`src/rtl/mem_access_pkg.sv`:
```
// mem_access_pkg: shared types and constants for the memory access unit.
// State and operation encodings, default widths, and the width of the
// latency/timeout down-counter.
package mem_access_pkg;

    localparam int DEF_ADDR_W = 16;
    localparam int DEF_DATA_W = 16;
    localparam int CNT_W      = 8;

    typedef enum logic [1:0] {
        IDLE = 2'd0,
        REQ  = 2'd1,
        WAIT = 2'd2,
        DONE = 2'd3
    } state_t;

    typedef enum logic {
        OP_RD = 1'b0,
        OP_WR = 1'b1
    } op_t;

endpackage

```
`src/rtl/mem_access_unit_lat_counter.sv`:
```
// lat_counter: loadable down-counter with a "count equals 1" flag.
// A load takes priority over a decrement; the count never goes below 0.
module lat_counter
    import mem_access_pkg::*;
#(
    parameter int W = CNT_W
) (
    input  logic         clk,
    input  logic         rst_n,
    input  logic         load_i,
    input  logic [W-1:0] load_val_i,
    input  logic         dec_i,
    output logic         one_o
);

    logic [W-1:0] cnt_q;
    logic [W-1:0] cnt_d;

    // Next count: load, else decrement while non-zero
    always_comb begin
        cnt_d = cnt_q;
        if (load_i) begin
            cnt_d = load_val_i;
        end else if (dec_i && (cnt_q != '0)) begin
            cnt_d = cnt_q - 1'b1;
        end
    end

    // Count register
    always_ff @(posedge clk or negedge rst_n) begin
        if (!rst_n) begin
            cnt_q <= '0;
        end else begin
            cnt_q <= cnt_d;
        end
    end

    assign one_o = (cnt_q == W'(1));

endmodule

```
`src/rtl/mem_access_unit.sv`:
```
// mem_access_unit: performs one read or write to the shared data memory on
// behalf of a core. Latches address/data, arbitrates with mem_req/mem_gnt,
// waits RD_LATENCY cycles for read data, then pulses done (and inc_out).
// Optional macro MEM_TIMEOUT_EN: abandon the grant wait after
// TIMEOUT_CYCLES REQ cycles and pulse err instead of done.
module mem_access_unit
    import mem_access_pkg::*;
#(
    parameter int ADDR_W         = DEF_ADDR_W,
    parameter int DATA_W         = DEF_DATA_W,
    parameter int RD_LATENCY     = 2,
    parameter int TIMEOUT_CYCLES = 255
) (
    input  logic              clk,
    input  logic              rst_n,
    input  logic [ADDR_W-1:0] addr_in,
    input  logic [DATA_W-1:0] wr_data,
    input  logic              rd_req,
    input  logic              wr_req,
    input  logic              auto_inc,
    output logic              busy,
    output logic              done,
    output logic [DATA_W-1:0] rd_data,
    output logic              inc_out,
    output logic              err,
    output logic              mem_req,
    input  logic              mem_gnt,
    output logic [ADDR_W-1:0] mem_addr,
    output logic              mem_we,
    output logic [DATA_W-1:0] mem_wdata,
    input  logic [DATA_W-1:0] mem_rdata
);

    state_t            state_q, state_d;
    op_t               op_q, op_d;
    logic [ADDR_W-1:0] addr_q, addr_d;
    logic [DATA_W-1:0] wdata_q, wdata_d;
    logic [DATA_W-1:0] rdata_q, rdata_d;
    logic              inc_q, inc_d;
    logic              lat_load, lat_dec, lat_one;

    lat_counter #(.W(CNT_W)) u_lat (
        .clk        (clk),
        .rst_n      (rst_n),
        .load_i     (lat_load),
        .load_val_i (CNT_W'(RD_LATENCY)),
        .dec_i      (lat_dec),
        .one_o      (lat_one)
    );

`ifdef MEM_TIMEOUT_EN
    logic to_q, to_d;
    logic to_load, to_dec, to_one;

    // Grant-wait counter: loaded on acceptance, counts down each ungranted REQ cycle
    lat_counter #(.W(CNT_W)) u_to (
        .clk        (clk),
        .rst_n      (rst_n),
        .load_i     (to_load),
        .load_val_i (CNT_W'(TIMEOUT_CYCLES)),
        .dec_i      (to_dec),
        .one_o      (to_one)
    );
`endif

    // Next-state and latch update logic
    always_comb begin
        state_d  = state_q;
        op_d     = op_q;
        addr_d   = addr_q;
        wdata_d  = wdata_q;
        rdata_d  = rdata_q;
        inc_d    = inc_q;
        lat_load = 1'b0;
        lat_dec  = 1'b0;
`ifdef MEM_TIMEOUT_EN
        to_d     = to_q;
        to_load  = 1'b0;
        to_dec   = 1'b0;
`endif
        case (state_q)
            IDLE: begin
                if (rd_req || wr_req) begin
                    addr_d  = addr_in;
                    wdata_d = wr_data;
                    inc_d   = auto_inc;
                    // A simultaneous read is dropped in favour of the write
                    op_d    = wr_req ? OP_WR : OP_RD;
                    state_d = REQ;
`ifdef MEM_TIMEOUT_EN
                    to_d    = 1'b0;
                    to_load = 1'b1;
`endif
                end
            end
            REQ: begin
                if (mem_gnt) begin
                    if (op_q == OP_WR) begin
                        state_d = DONE;
                    end else begin
                        lat_load = 1'b1;
                        state_d  = WAIT;
                    end
                end
`ifdef MEM_TIMEOUT_EN
                else begin
                    to_dec = 1'b1;
                    if (to_one) begin
                        // Timed out: DONE cycle reports err instead of done
                        to_d    = 1'b1;
                        state_d = DONE;
                    end
                end
`endif
            end
            WAIT: begin
                lat_dec = 1'b1;
                if (lat_one) begin
                    rdata_d = mem_rdata;
                    state_d = DONE;
                end
            end
            DONE: begin
                state_d = IDLE;
`ifdef MEM_TIMEOUT_EN
                to_d    = 1'b0;
`endif
            end
            default: state_d = IDLE;
        endcase
    end

    // State and latch registers
    always_ff @(posedge clk or negedge rst_n) begin
        if (!rst_n) begin
            state_q <= IDLE;
            op_q    <= OP_RD;
            addr_q  <= '0;
            wdata_q <= '0;
            rdata_q <= '0;
            inc_q   <= 1'b0;
        end else begin
            state_q <= state_d;
            op_q    <= op_d;
            addr_q  <= addr_d;
            wdata_q <= wdata_d;
            rdata_q <= rdata_d;
            inc_q   <= inc_d;
        end
    end

`ifdef MEM_TIMEOUT_EN
    // Timeout flag register
    always_ff @(posedge clk or negedge rst_n) begin
        if (!rst_n) begin
            to_q <= 1'b0;
        end else begin
            to_q <= to_d;
        end
    end

    assign done = (state_q == DONE) && !to_q;
    assign err  = (state_q == DONE) && to_q;
`else
    logic unused_timeout;
    assign unused_timeout = (TIMEOUT_CYCLES != 0);
    assign done = (state_q == DONE);
    assign err  = 1'b0;
`endif

    assign busy      = (state_q != IDLE);
    assign inc_out   = done && inc_q;
    assign mem_req   = (state_q == REQ);
    assign mem_we    = mem_req && (op_q == OP_WR);
    assign mem_addr  = addr_q;
    assign mem_wdata = wdata_q;
    assign rd_data   = rdata_q;

endmodule

```
`config.mk`:
```
export PLATFORM = sky130hd
export DESIGN_NAME = mem_access_unit
export DESIGN_NICKNAME = d
export VERILOG_FILES = /design/src/rtl/mem_access_pkg.sv /design/src/rtl/mem_access_unit_lat_counter.sv /design/src/rtl/mem_access_unit.sv
export SDC_FILE = /design/constraint.sdc
export NUM_CORES = 1
export LEC_CHECK = 0
export ABC_AREA = 1
export ABC_CLOCK_PERIOD_IN_PS = 1700
export CORE_MARGIN = 8
export CORE_UTILIZATION = 43
export CTS_CLUSTER_DIAMETER = 120
export DETAILED_ROUTE_END_ITERATION = 10
export HOLD_SLACK_MARGIN = 0.03
export PLACE_DENSITY_LB_ADDON = 0.1
export SKIP_LAST_GASP = 1
export SYNTH_ARGS = -nofsm -noshare
export SYNTH_HDL_FRONTEND = slang
export SYNTH_SLANG_ARGS = --single-unit
```
`constraint.sdc`:
```
create_clock -name clk -period 1.7 [get_ports clk]
set_input_delay 0.425 -clock clk [delete_from_list [all_inputs] [get_ports clk]]
set_output_delay 0.425 -clock clk [all_outputs]
set_load 0.02 [all_outputs]
```
==> metrics.yaml <==
grt:
  grt_max_degree: 61
  grt_antenna_before_repair: 0
  grt_pass1_vias: 2404
  grt-ovfl-total: 0
  grt_usage_pct: 15.9
  grt_pass1_wl_microns: 11200
power:
  leakagePower_nw: 2.13
  power_frac_clock_pct: 16.3
  pwr-share-comb_pct: 50.5
  powerDensity_mw_per_mm2: 1890
  p_sw_mw: 3.25
  swShare_pct: 42.9
  pwr-share-seq_pct: 33.1
  ir_drop_uv: 1020
  power.internal_mw: 4.33
cells_and_area:
  num-nets-final: 496
  final_cell_area_sq_mm: 0.00401
  drive_gt1_share_pct: 10.5
  antenna_cells: 0
  layout.cells.non_filler: 513
  syn_to_final_growth_pct: 50.3
  post-route-util_pct: 67.3
clock_tree:
  clock_latency_ns: 0.32
  path_clk_slew_ns: 0.06
  clockRootBuffer: "clkbuf_8"
  cts_tree: "built"
  cts_buffers: 9
  cts-hold-fix-buffers: 0
  clock_path_buffers: 2
  cts.sinks: 60
  cts_max_level: 3
logic_synthesis:
  ys.flop_type: "dfrtp_1"
  synth_nets: 378
  netlist_instances: 317
  yosysTopAreaCell: "dfrtp_1"
  synth_top_area_share_pct: 56.3
  ys_types: 25
  synthArstFlopShare_pct: 100
  synth_area_sq_mm: 0.00267
  synth_common_cells: "161 x nand2_1, 60 x dfrtp_1, 23 x nand3_1, 19 x inv_1, 9 x nor2_1"
  synth_area_leaders: "dfrtp_1 56%, nand2_1 23%, nand3_1 4.3%, ha_1 3.3%, inv_1 2.7%"
  yosysSeqAreaShare_pct: 56.3
  ys_warn_count: 0
  ys_ff_latch: 60
  synth_edf_count: 0
  synth.most_common_cell: "nand2_1"
  avgSynthCellArea_sq_um: 8.42
route:
  wl_per_cell_microns: 13.7
  remaining_drc_errors: 0
  drt_iter0_markers: 81
  num_vias: 2398
  wl_microns: 7030
  vias_per_cell: 4.67
  drt_pass1_iterations: 4
  ant_nets: 0
placement:
  place_congestion: 0.760
  placed_cell_area_sq_mm: 0.00387
  dp_hpwl_microns: 5170
  io_buffers: 106
  place_inst: 498
setup_path:
  worst-path-max-fanout: 3
  critical-path-top-delay-family: "flip-flops"
  crit_arrival_ns: 1.23
  cpMaxStageDelayCell: "dfrtp_1"
  cp_slowest_stage_delay_ns: 0.39
  worstPathRequired_ns: 1.27
  cp_cell_sequence: "inv_2 > ha_2 > nand2_1 > inv_1 > buf_4"
  crit_buf_inv: 3
  end_kind: "output port"
  criticalPathCategory: "reg -> out"
  cp-start-kind: "flip-flop"
timing:
  hold_ws_ns: 0.0922
  period_needed_ns: 1.65
  tns_ns: 0
  skew_ns: 0.00870
  setup_viol: 0
  drv_slew: 0
  min_period_over_period_pct: 97.1
  fmax_mhz: 606
  hold_viol: 0
  rsz0062_at_grt: "yes"
floorplan:
  start_util_pct: 44.8
  die_h_microns: 94.8
  rows: 28
  io_pins: 108
  die-area_sq_mm: 0.00898
  core_area_sq_mm: 0.00596
  die_x_microns: 94.8
min_path:
  hp-class: "in -> async"
flow_run:
  cap_violations: 0
outcome:
  status: "complete, no violations"
[cell type report]
| cell class | count | area, sq um |
|---|---|---|
| timing repair buffer | 118 | 1110 |
| fill | 515 | 1950 |
| tap | 75 | 93.8 |
| sequential | 60 | 1500 |
| clock inverter | 2 | 35.0 |
| multi-input combinational | 225 | 1030 |
| inverter | 21 | 78.8 |
| clock buffer | 12 | 155 |
[power by group through the flow]
stage | sequential (mW) | clock [mW] | combinational (mW)
after floorplan | 3.18 | 0 | 1.62
after global routing | 2.59 | 1.34 | 4.24
after global placement | 2.51 | 0 | 4.20
final | 2.51 | 1.24 | 3.83
after detailed placement | 2.53 | 0 | 4.26
after CTS | 2.51 | 1.28 | 3.85
[cell usage in the layout (no fill, tap or decap), drive strengths merged, types with 4 or more instances in the layout]
cell / instances
nand2: 164
dfrtp: 60
clkdlybuf4s50: 52
dlygate4sd2: 48
nand3: 23
inv: 21
buf: 18
nor2: 13
clkbuf: 12
o21ai: 9
ha: 7
nand4: 4
[final timing paths]
kind                             from        endpoint  slack [ns]  cells past startpoint
max in group asynchronous       rst_n     mem_addr[1]        1.33                      2
min in group clk           rd_data[9]      rd_data[9]        0.47                      2
max reg2reg                state_q[0]      rd_data[7]        0.16                      7
max                        state_q[1]          mem_we        0.05                      5
min                             rst_n  u_lat.cnt_q[0]        0.09                      2
min reg2reg                rd_data[9]      rd_data[9]        0.47                      2
[repair_timing]
action | in CTS | in global routing
endpoints found under the setup margin | 53 | 3
gates resized for setup | 71 | 7
setup buffers | 0 | 1
[worst reg2reg max path: cells and delay by family, from the launching register on]
kind	cells	cell delay, ns
adder cells (fa/ha/maj)	1	0.32
buffers and inverters	3	0.40
AND/OR/NAND/NOR	3	0.28
flip-flops	1	0.42
[logic make-up after synthesis]
kind of cell,after synthesis,share of synthesized area (%)
compound gates,12,2.58
xor+xnor,1,0.328
fa+ha+maj,7,3.28
buf+inv,32,5.30
flops,60,56.3
other cells,1,0.141
simple gates,204,32.1
[layer usage]
layer / wire, microns / track usage (%)
met5: 0 / 0
met4: 98 / 7.80
met3: 753 / 7.30
met2: 3160 / 24.2
met1: 3020 / 18.7
[flip-flops by register name, summed over array words and instances, names as in the netlist]
name and count:
u_lat.cnt_q 8, mem_wdata 16, state_q 2, inc_q 1
op_q 1, rd_data 16, mem_addr 16
[stage by stage]
stage / setup slack [ns] / total power [mW]
after floorplan: 0.192 / 4.80
after global placement: -0.0673 / 6.71
after detailed placement: -0.110 / 6.79
after CTS: -0.0178 / 7.64
after global routing: -0.0173 / 8.17
final: 0.0494 / 7.58
Power figures use the tool's default switching activity.
